--- src/rtl/noc_traffic_orchestrator.sv ---
// Multi-round NoC traffic sequencer: staggered loader starts, idle wait with watchdog,
// then a PMU register sweep streamed out one registered beat per enabled channel.
module noc_traffic_orchestrator #(
    parameter int N          = 16,
    parameter int PMU_ADDR_W = 5,
    parameter int PMU_REGS   = 8,
    parameter int PMU_LAT    = 1,
    parameter int DATA_W     = 64,
    parameter int ROUNDS_W   = 8,
    parameter int TIMEOUT_W  = 16,
    localparam int CHAN_W    = (N > 1) ? $clog2(N) : 1
) (
    input  logic                       clk_i,
    input  logic                       rst_i,
    input  logic                       go_i,
    input  logic                       abort_i,
    input  logic [N-1:0]               cfg_mask_i,
    input  logic [ROUNDS_W-1:0]        cfg_rounds_i,
    input  logic [7:0]                 cfg_stagger_i,
    input  logic [TIMEOUT_W-1:0]       cfg_timeout_i,
    output logic [N-1:0]               start_o,
    input  logic [N-1:0]               idle_i,
    output logic [PMU_ADDR_W-1:0]      pmu_addr_o,
    input  logic [N-1:0][DATA_W-1:0]   pmu_data_i,
    output logic                       snap_valid_o,
    input  logic                       snap_ready_i,
    output logic [CHAN_W-1:0]          snap_chan_o,
    output logic [PMU_ADDR_W-1:0]      snap_reg_o,
    output logic [ROUNDS_W-1:0]        snap_round_o,
    output logic [DATA_W-1:0]          snap_data_o,
    output logic                       snap_last_o,
    output logic                       busy_o,
    output logic                       done_o,
    output logic                       timeout_o
);
    localparam int LAT_W = (PMU_LAT > 1) ? $clog2(PMU_LAT) : 1;
    localparam logic [PMU_ADDR_W-1:0] LAST_REG = PMU_ADDR_W'(PMU_REGS - 1);
    localparam logic [LAT_W-1:0]      LAT_LD   = LAT_W'(PMU_LAT - 1);

    typedef enum logic [2:0] {IDLE, LAUNCH, GUARD, WAIT, SETTLE, SNAP, DONE} state_t;

    typedef struct packed {
        logic [ROUNDS_W-1:0]   round;
        logic [CHAN_W-1:0]     chan;
        logic [PMU_ADDR_W-1:0] pmu_reg;
        logic [DATA_W-1:0]     data;
        logic                  last;
    } beat_t;

    function automatic logic has_from(input logic [N-1:0] m, input int lo);
        logic r;
        r = 1'b0;
        for (int i = 0; i < N; i++)
            if (m[i] && i >= lo) r = 1'b1;
        return r;
    endfunction

    function automatic logic [CHAN_W-1:0] idx_from(input logic [N-1:0] m, input int lo);
        logic [CHAN_W-1:0] r;
        r = '0;
        for (int i = N - 1; i >= 0; i--)
            if (m[i] && i >= lo) r = CHAN_W'(i);
        return r;
    endfunction

    state_t                state_q, state_n;
    logic [N-1:0]          mask_q, mask_n;
    logic [ROUNDS_W-1:0]   rounds_q, rounds_n, round_q, round_n;
    logic [7:0]            stagger_q, stagger_n, cnt_q, cnt_n;
    logic [TIMEOUT_W-1:0]  tlim_q, tlim_n, wdog_q, wdog_n;
    logic [CHAN_W-1:0]     lchan_q, lchan_n, ld_chan;
    logic [LAT_W-1:0]      lat_q, lat_n;
    logic [PMU_ADDR_W-1:0] reg_q, reg_n;
    logic                  timeout_q, timeout_n, valid_q, valid_n;
    beat_t                 beat_q, beat_n, beat_ld;
    logic [TIMEOUT_W:0]    wd_inc;
    logic [ROUNDS_W:0]     round_inc;
    logic                  round_over;

    always_comb begin
        state_n   = state_q;
        mask_n    = mask_q;
        rounds_n  = rounds_q;
        stagger_n = stagger_q;
        tlim_n    = tlim_q;
        round_n   = round_q;
        lchan_n   = lchan_q;
        cnt_n     = cnt_q;
        lat_n     = lat_q;
        wdog_n    = wdog_q;
        reg_n     = reg_q;
        timeout_n = timeout_q;
        valid_n   = valid_q;
        beat_n    = beat_q;
        start_o   = '0;

        // SETTLE loads the first enabled channel, SNAP the one after the current beat
        ld_chan = (state_q == SNAP) ? idx_from(mask_q, int'(beat_q.chan) + 1)
                                    : idx_from(mask_q, 0);
        beat_ld.round   = round_q;
        beat_ld.chan    = ld_chan;
        beat_ld.pmu_reg = reg_q;
        beat_ld.data    = pmu_data_i[ld_chan];
        beat_ld.last    = (reg_q == LAST_REG) && !has_from(mask_q, int'(ld_chan) + 1);

        wd_inc     = {1'b0, wdog_q} + (TIMEOUT_W+1)'(1);
        round_inc  = {1'b0, round_q} + (ROUNDS_W+1)'(1);
        round_over = timeout_q || (round_inc == {1'b0, rounds_q});

        case (state_q)
            IDLE, DONE: begin
                if (go_i) begin
                    mask_n    = cfg_mask_i;
                    rounds_n  = (cfg_rounds_i == '0) ? ROUNDS_W'(1) : cfg_rounds_i;
                    stagger_n = cfg_stagger_i;
                    tlim_n    = cfg_timeout_i;
                    timeout_n = 1'b0;
                    round_n   = '0;
                    reg_n     = '0;
                    lchan_n   = idx_from(cfg_mask_i, 0);
                    cnt_n     = '0;
                    state_n   = (cfg_mask_i == '0) ? DONE : LAUNCH;
                end
            end
            LAUNCH: begin
                if (cnt_q != '0) begin
                    cnt_n = cnt_q - 8'd1;
                end else if (stagger_q == '0) begin
                    start_o = mask_q;
                    cnt_n   = 8'd1;
                    state_n = GUARD;
                end else begin
                    start_o = N'(1) << lchan_q;
                    if (has_from(mask_q, int'(lchan_q) + 1)) begin
                        lchan_n = idx_from(mask_q, int'(lchan_q) + 1);
                        cnt_n   = stagger_q - 8'd1;
                    end else begin
                        cnt_n   = 8'd1;
                        state_n = GUARD;
                    end
                end
            end
            GUARD: begin
                if (cnt_q == '0) begin
                    wdog_n  = '0;
                    state_n = WAIT;
                end else begin
                    cnt_n = cnt_q - 8'd1;
                end
            end
            WAIT: begin
                if ((idle_i & mask_q) == mask_q) begin
                    lat_n   = LAT_LD;
                    state_n = SETTLE;
                end else if (tlim_q != '0 && wd_inc == {1'b0, tlim_q}) begin
                    timeout_n = 1'b1;
                    lat_n     = LAT_LD;
                    state_n   = SETTLE;
                end else if (!(&wdog_q)) begin
                    wdog_n = wd_inc[TIMEOUT_W-1:0];
                end
            end
            SETTLE: begin
                if (lat_q == '0) begin
                    beat_n  = beat_ld;
                    valid_n = 1'b1;
                    state_n = SNAP;
                end else begin
                    lat_n = lat_q - LAT_W'(1);
                end
            end
            SNAP: begin
                if (valid_q && snap_ready_i) begin
                    if (has_from(mask_q, int'(beat_q.chan) + 1)) begin
                        beat_n = beat_ld;
                    end else begin
                        valid_n = 1'b0;
                        if (reg_q != LAST_REG) begin
                            reg_n   = reg_q + PMU_ADDR_W'(1);
                            lat_n   = LAT_LD;
                            state_n = SETTLE;
                        end else begin
                            reg_n = '0;
                            if (round_over) begin
                                state_n = DONE;
                            end else begin
                                round_n = round_inc[ROUNDS_W-1:0];
                                lchan_n = idx_from(mask_q, 0);
                                cnt_n   = '0;
                                state_n = LAUNCH;
                            end
                        end
                    end
                end
            end
            default: state_n = IDLE;
        endcase
    end

    // abort shares the reset path so every output collapses to 0 the next cycle
    always_ff @(posedge clk_i) begin
        if (rst_i || abort_i) begin
            state_q   <= IDLE;
            mask_q    <= '0;
            rounds_q  <= '0;
            stagger_q <= '0;
            tlim_q    <= '0;
            round_q   <= '0;
            lchan_q   <= '0;
            cnt_q     <= '0;
            lat_q     <= '0;
            wdog_q    <= '0;
            reg_q     <= '0;
            timeout_q <= 1'b0;
            valid_q   <= 1'b0;
            beat_q    <= '0;
        end else begin
            state_q   <= state_n;
            mask_q    <= mask_n;
            rounds_q  <= rounds_n;
            stagger_q <= stagger_n;
            tlim_q    <= tlim_n;
            round_q   <= round_n;
            lchan_q   <= lchan_n;
            cnt_q     <= cnt_n;
            lat_q     <= lat_n;
            wdog_q    <= wdog_n;
            reg_q     <= reg_n;
            timeout_q <= timeout_n;
            valid_q   <= valid_n;
            beat_q    <= beat_n;
        end
    end

    assign pmu_addr_o   = reg_q;
    assign snap_valid_o = valid_q;
    assign snap_chan_o  = beat_q.chan;
    assign snap_reg_o   = beat_q.pmu_reg;
    assign snap_round_o = beat_q.round;
    assign snap_data_o  = beat_q.data;
    assign snap_last_o  = beat_q.last;
    assign done_o       = (state_q == DONE);
    assign busy_o       = (state_q != IDLE) && (state_q != DONE);
    assign timeout_o    = timeout_q;

endmodule

--- config.mk ---
export PLATFORM = sky130hd
export DESIGN_NAME = noc_traffic_orchestrator
export DESIGN_NICKNAME = d
export VERILOG_FILES = /design/src/rtl/noc_traffic_orchestrator.sv
export SDC_FILE = /design/constraint.sdc
export NUM_CORES = 1
export LEC_CHECK = 0
export ABC_AREA = 1
export BUFFER_PORTS_ARGS = -buffer_cell sky130_fd_sc_hd__buf_2
export CORE_AREA = 2 2 468 470
export CTS_BUF_LIST = sky130_fd_sc_hd__clkbuf_16
export CTS_CLUSTER_SIZE = 8
export DETAILED_ROUTE_END_ITERATION = 10
export DIE_AREA = 0 0 470 472
export GPL_TIMING_DRIVEN = 1
export PLACE_DENSITY = 0.3
export SKIP_CTS_REPAIR_TIMING = 1
export SYNTH_ARGS = -nofsm -noshare
export SYNTH_HDL_FRONTEND = slang
export SYNTH_SLANG_ARGS = --single-unit
export TNS_END_PERCENT = 10
--- constraint.sdc ---
create_clock -name clk_i -period 4 [get_ports clk_i]
set_input_delay 0.2 -clock clk_i [delete_from_list [all_inputs] [get_ports clk_i]]
set_output_delay 0.2 -clock clk_i [all_outputs]
set_load 0.03 [all_outputs]
Yosys cells after proc, flatten, opt, wreduce, memory -nomap -nowiden
Index checks and enable logic that the tools add are counted.
{"block": "totals", "ff_bits": 177, "latch_bits": 0, "ram_bits": 0, "rom_bits": 0, "inputBits": 1093, "output_inout_bits": 107, "elab_cells": 383, "mem_count": 0}
{"block": "op_classes", "add_sub_neg": 9, "n_mul": 0, "div": 0, "order_cmp": 49, "n_eq_ne": 31, "shift": 1, "muxes": 191, "n_bitwise": 1, "n_reduce_logical": 83}
{"operator": "$mux 4", "count": 73}
{"operator": "$bmux 64 s4", "count": 1}
{"operator": "$mux 82", "count": 3}
{"operator": "$pmux 82 s2", "count": 1}
{"operator": "$ge 4x5->1 const A", "count": 24}
{"operator": "$mux 16", "count": 7}
{"operator": "$mux 8", "count": 14}
{"operator": "$mux 1", "count": 65}
{"operator": "$mux 64", "count": 1}
{"operator": "$ge 3x5->1 const A", "count": 12}
{"operator": "$logic_and 1x1->1", "count": 52}
{"operator": "$mux 3", "count": 13}
{"operator": "$pmux 16 s2", "count": 1}
{"operator": "$pmux 8 s4", "count": 1}
{"operator": "$ge 1x5->1 const A", "count": 6}
{"operator": "$ge 2x5->1 const A", "count": 6}
{"operator": "$ne 2x2->1 const B", "count": 14}
{"operator": "$logic_not 8->1", "count": 3}
{"operator": "$mux 5", "count": 4}
{"operator": "$pmux 3 s6", "count": 1}
{"operator": "$add 16x1->17 const B", "count": 1}
{"operator": "$eq 17x16->1", "count": 1}
{"operator": "$and 16x16->16", "count": 1}
{"operator": "$eq 16x16->1", "count": 1}
{"operator": "38 further kinds", "count": 59}

Longest topological paths before layout
{"block": "depth", "ltp_word": 44, "depth_mapped": 46, "ltp_nobuf": 43}

Least setup slack after synthesis
No wires, ideal clock.
{"block": "synth_timing", "path_type": "register to register", "startpoint": "reg beat_q (netlist bit snap_chan_o[0])", "endpoint": "reg beat_q (netlist bit snap_last_o)", "setup_ns": 0.128, "arrival_ns": 3.917, "required_time_ns": 3.872, "slack_ns": -0.045, "stages_incl_launch_ff": 45, "n_path_buf": 3, "period_less_slack_ns": 4.045, "path_cell_list": "dfxtp_1 > inv_1 > ha_1 > nor2_2 > nand2_1 > nand2_1 > nand3_1 > nand2_1 > nand2_1 > nand2_1 > nand2_1 > nand2_1 > nand2_1 > nand2_1 > nand2_1 > nand2_1 > nand2_1 > nand2_1 > [9 not listed] > ha_1 > inv_1 > nor2_1 > inv_2 > nand2_2 > inv_2 > nand2_1 > nand2_1 > nand2_1 > a21oi_1 > nand2_1 > nand2_1 > nand2_1 > nor2_1 > nand2_1 > nor2_1 > nor2_1 > nor2_1"}
{"item": "from (decl)", "line": "75", "rtl": "beat_t beat_q, beat_n, beat_ld;"}
{"item": "from (signal assigned)", "line": "231", "rtl": "beat_q <= beat_n;"}

Final worst setup path
{"block": "layout_timing", "startpoint": "reg beat_q (netlist bit snap_chan_o[0])", "endpoint": "reg beat_q (netlist bit snap_data_o[14])"}
{"block": "layout_via", "elab_chain_len": 25, "word_cells_on_any_way": 76, "classes_between": "1 x add/sub; 16 x order compare; 1 x eq/ne; 41 x mux; 17 x reduce/logical"}
{"item": "$add 4x1->5 (*)", "line": "98, 174"}
{"item": "$ge 4x5->1", "line": "54, 62"}
{"item": "$logic_and 1x1->1", "line": "54, 62"}
{"item": "$mux 4 (16 in a row)", "line": "62", "rtl": "if (m[i] && i >= lo) r = CHAN_W'(i);"}
{"item": "$mux 4", "line": "98", "rtl": "ld_chan = (state_q == SNAP) ? idx_from(mask_q, int'(beat_q.chan) + 1)"}
{"item": "$bmux 64 s4", "line": "103", "rtl": "beat_ld.data = pmu_data_i[ld_chan];"}
{"item": "$mux 64 (implied by the code)", "line": "103"}
{"item": "$mux 82", "line": "174", "rtl": "if (has_from(mask_q, int'(beat_q.chan) + 1)) begin"}
{"item": "$mux 82", "line": "173", "rtl": "if (valid_q && snap_ready_i) begin"}
{"item": "$pmux 82 s2", "line": "110", "rtl": "case (state_q)"}
Mark *: on every way between the ends. The rest lies on a longest branch, timed or not. The select of a mux whose other input is x is not followed.
A chain may end at the register's enable or synchronous reset.

==> flow_metrics.py <==
metrics = {
    "outcome": {
        "status": "finished, violations left",
        "violations": "negative hold slack",
    },
    "timing": {
        "clock_skew_ns": 0.0265,
        "final-setup-viol-count": 0,
        "tightest_slew_ns": 0.933,
        "rsz0062_at_grt": "yes",
        "slew_headroom_pct": 37.8,
        "holdWs_ns": -0.0129,
        "post-route-period-util_pct": 98.2,
        "hold_viol": 1,
        "fin_crit_ns": 3.93,
        "slew_violations": 0,
        "setup_ws_ns": 0.0722,
        "fmax_ghz": 0.255,
    },
    "floorplan": {
        "start_util_pct": 8.59,
        "die_y_um": 472,
        "die_w_um": 470,
        "rows": 171,
        "boundaryPins": 1200,
        "die_area_mm2": 0.222,
        "core_mm2": 0.217,
    },
    "synth": {
        "yosysWarnings": 0,
        "synth_xor_area_share_pct": 1.88,
        "async_flop_share_pct": 0,
        "syn-cell-area_mm2": 0.0186,
        "synth_cell_types": 50,
        "synthAdderAreaFrac_pct": 1.35,
        "syn_inst": 3348,
        "synth_top_family_by_area": "compound AO/OA/AOI/OAI gates",
        "synthFlopType": "dfxtp_1",
        "avgSynthCellArea_um2": 5.55,
        "yosys.area_share.simple_pct": 33.6,
        "synth-compound-area-share_pct": 34.1,
        "ys_seq_elements": 176,
        "synth.area.mux_share_pct": 0,
        "synth-edff-count": 0,
        "ys_seq_area_share_pct": 18.9,
        "synth_nets": 4461,
    },
    "job": {
        "maxCapViolations": 0,
    },
    "grt": {
        "grt_overflow": 0,
        "grt_pass1_wl_mm": 249,
        "grt_max_degree": 82,
        "antenna_found_initial": 126,
        "grt_pass1_vias": 28900,
        "grt_use_total_pct": 16.2,
    },
    "min_path": {
        "worstHoldPathType": "input port to flop",
    },
    "place": {
        "numPortBuffers": 1199,
        "dpl.cell_count": 7384,
        "dp_slack_ns": -0.273,
        "hpwl_mm": 160,
        "place_congestion": 0.914,
    },
    "worst_setup_path": {
        "cp-end-kind": "flop",
        "start_kind": "flop",
        "critPathBufInv": 8,
        "cp_max_fo": 20,
        "path_delay_family": "simple AND/OR/NAND/NOR gates",
        "slowest_stage": "dfxtp_4",
        "cpMostUsedCell": "nand2_1",
        "cp.arrival_ns": 4.37,
        "crit_type": "flop to flop",
        "required_ns": 4.44,
        "slowest_delay_ns": 0.39,
    },
    "route": {
        "drt-wirelength-per-cell_um": 25.3,
        "drt_iter0_drc": 2058,
        "drc_errors": 0,
        "via_count": 29800,
        "vias_per_cell": 3.95,
        "dr.pass1.iters": 5,
        "routed_wl_mm": 191,
        "ant_nets": 0,
    },
    "finish": {
        "final_common_cell": "buf_2",
        "layout-drive-gt1-share_pct": 34.9,
        "fin_cells": 7541,
        "final_nets": 5751,
        "area_delta_synth_final_pct": 68.3,
        "ff_latch_area_mm2": 0.00353,
        "multi_input_area_mm2": 0.0135,
        "fillers": 25700,
        "most-common-layout-cells": "1,199 x buf_2, 722 x nand2_1, 609 x nor2_1",
    },
    "cts": {
        "cts-root-buf": "clkbuf_16",
        "path_clk_slew_ns": 0.10,
        "numCtsBuffers": 17,
        "cts_sinks": 176,
        "cts_tree": "yes",
        "htree_levels": 4,
        "clockBufferDepth": 2,
        "insertion_delay_ns": 0.56,
    },
    "pwr": {
        "p_leak_nw": 14.5,
        "ir_worst_vdd_mv": 0.395,
        "p_per_area_mw_per_mm2": 868,
    },
}
layer usage:
layer	global-route usage (%)	share of wire, %
met1	21.2	44
met5	0	0.14
met2	27.0	47
met4	3.51	2.1
met3	3.57	7.3
final timing paths:
kind / endpoint / slack, ns / from / cells after the start
worst max-delay path: snap_data_o[14]$_SDFFE_PP0P_ / 0.07 / snap_chan_o[0]$_SDFFE_PP0P_ / 33
worst min-delay path: tlim_q[7]$_SDFFE_PP0P_ / -0.01 / cfg_timeout_i[7] / 3
worst max register to register: snap_data_o[14]$_SDFFE_PP0P_ / 0.07 / snap_chan_o[0]$_SDFFE_PP0P_ / 33
worst min register to register: timeout_o$_SDFFE_PP0P_ / 0.48 / timeout_o$_SDFFE_PP0P_ / 2
synth_stat cells (2+ instances only):
cell	instances	area share [%]
buf_4	28	1.1
and3_1	2	0.067
nor3_2	3	0.16
buf_6	7	0.42
clkinv_1	6	0.12
buf_1	16	0.32
nand4_1	20	0.67
a311oi_1	2	0.094
nand3_2	2	0.11
a211oi_1	28	1.1
nor4_1	15	0.50
nand3_1	112	3.0
nor3b_1	2	0.081
or2_2	3	0.10
xor2_1	34	1.6
a221oi_1	2	0.094
nor2_2	9	0.30
inv_2	15	0.30
nand2_4	3	0.18
o32ai_1	5	0.24
nand2_2	7	0.24
buf_2	97	2.6
nand2_1	737	15
a22oi_1	2	0.081
xnor2_1	6	0.28
nor3_1	27	0.73
a21oi_1	230	6.2
inv_1	137	2.8
ha_1	20	1.3
o211ai_1	128	5.2
o311ai_0	2	0.094
o21ai_1	120	3.2
o211a_1	2	0.11
o21ai_0	441	12
nor2_1	615	12
a211oi_2	2	0.13
dfxtp_1	176	19
o22ai_1	138	4.6
o2111ai_1	2	0.094
o31ai_1	3	0.12
clkbuf_1	116	2.3
a31oi_1	18	0.61
worst register-to-register path: cells and delay by family, from the launching register on:
family | cells | cell delay [ns]
buffers and inverters | 8 | 1.34
DFF | 1 | 0.39
AOI/OAI and AO/OA | 4 | 0.61
and+or+nand+nor | 21 | 1.45
stage by stage:
| step | util [%] | hold WS [ns] | setup TNS (ns) | instance area, um^2 | power (W) |
|---|---|---|---|---|---|
| after floorplan | - | 0.335 | 0 | 18600 | 0.0131 |
| after CTS | 13.8 | -0.188 | -0.521 | 30000 | 0.0264 |
| after detailed placement | 13.5 | 0.435 | -0.464 | 29300 | 0.0240 |
| final | 14.5 | -0.0129 | 0 | 31300 | 0.0272 |
| after global routing | 14.4 | 0.00227 | -7.16 | 31300 | 0.0292 |
| after global placement | 13.5 | 0.432 | -5.32 | 29300 | 0.0241 |
cell families (layout without fill, tap and decap cells):
logic type	after synthesis	count (layout)
and+or+nand+nor	1560	1561
AOI/OAI and AO/OA	1129	1129
other	0	36
buffers and inverters	423	1725
adders and majority gates	20	20
DFF	176	176
xor gates and xnor gates	40	40
where the power goes:
group	switching [W]	internal [W]
Clock	0.00119	0.000983
Sequential	0.000189	0.00196
Combinational	0.0150	0.00785
area by class of cell:
class,instances,area share [%]
repair buffers,1533,29.7
multi-input cells,2750,43.1
clock inverters,15,0.739
flip-flops and latches,176,11.3
inverters,159,2.06
repair inverters,1,0.0360
well taps,2854,11.4
diodes,36,0.288
clock buffers,17,1.36
registers in the layout (all words and copies together), names as in the netlist, 3 cells and up:
name          count
cnt_q             8
lchan_q           4
mask_q           16
pmu_addr_o        5
round_q           8
rounds_q          8
snap_chan_o       4
snap_data_o      64
snap_reg_o        5
snap_round_o      8
stagger_q         8
state_q           3
tlim_q           16
wdog_q           16
No activity file was read; power rests on OpenSTA's default activity.
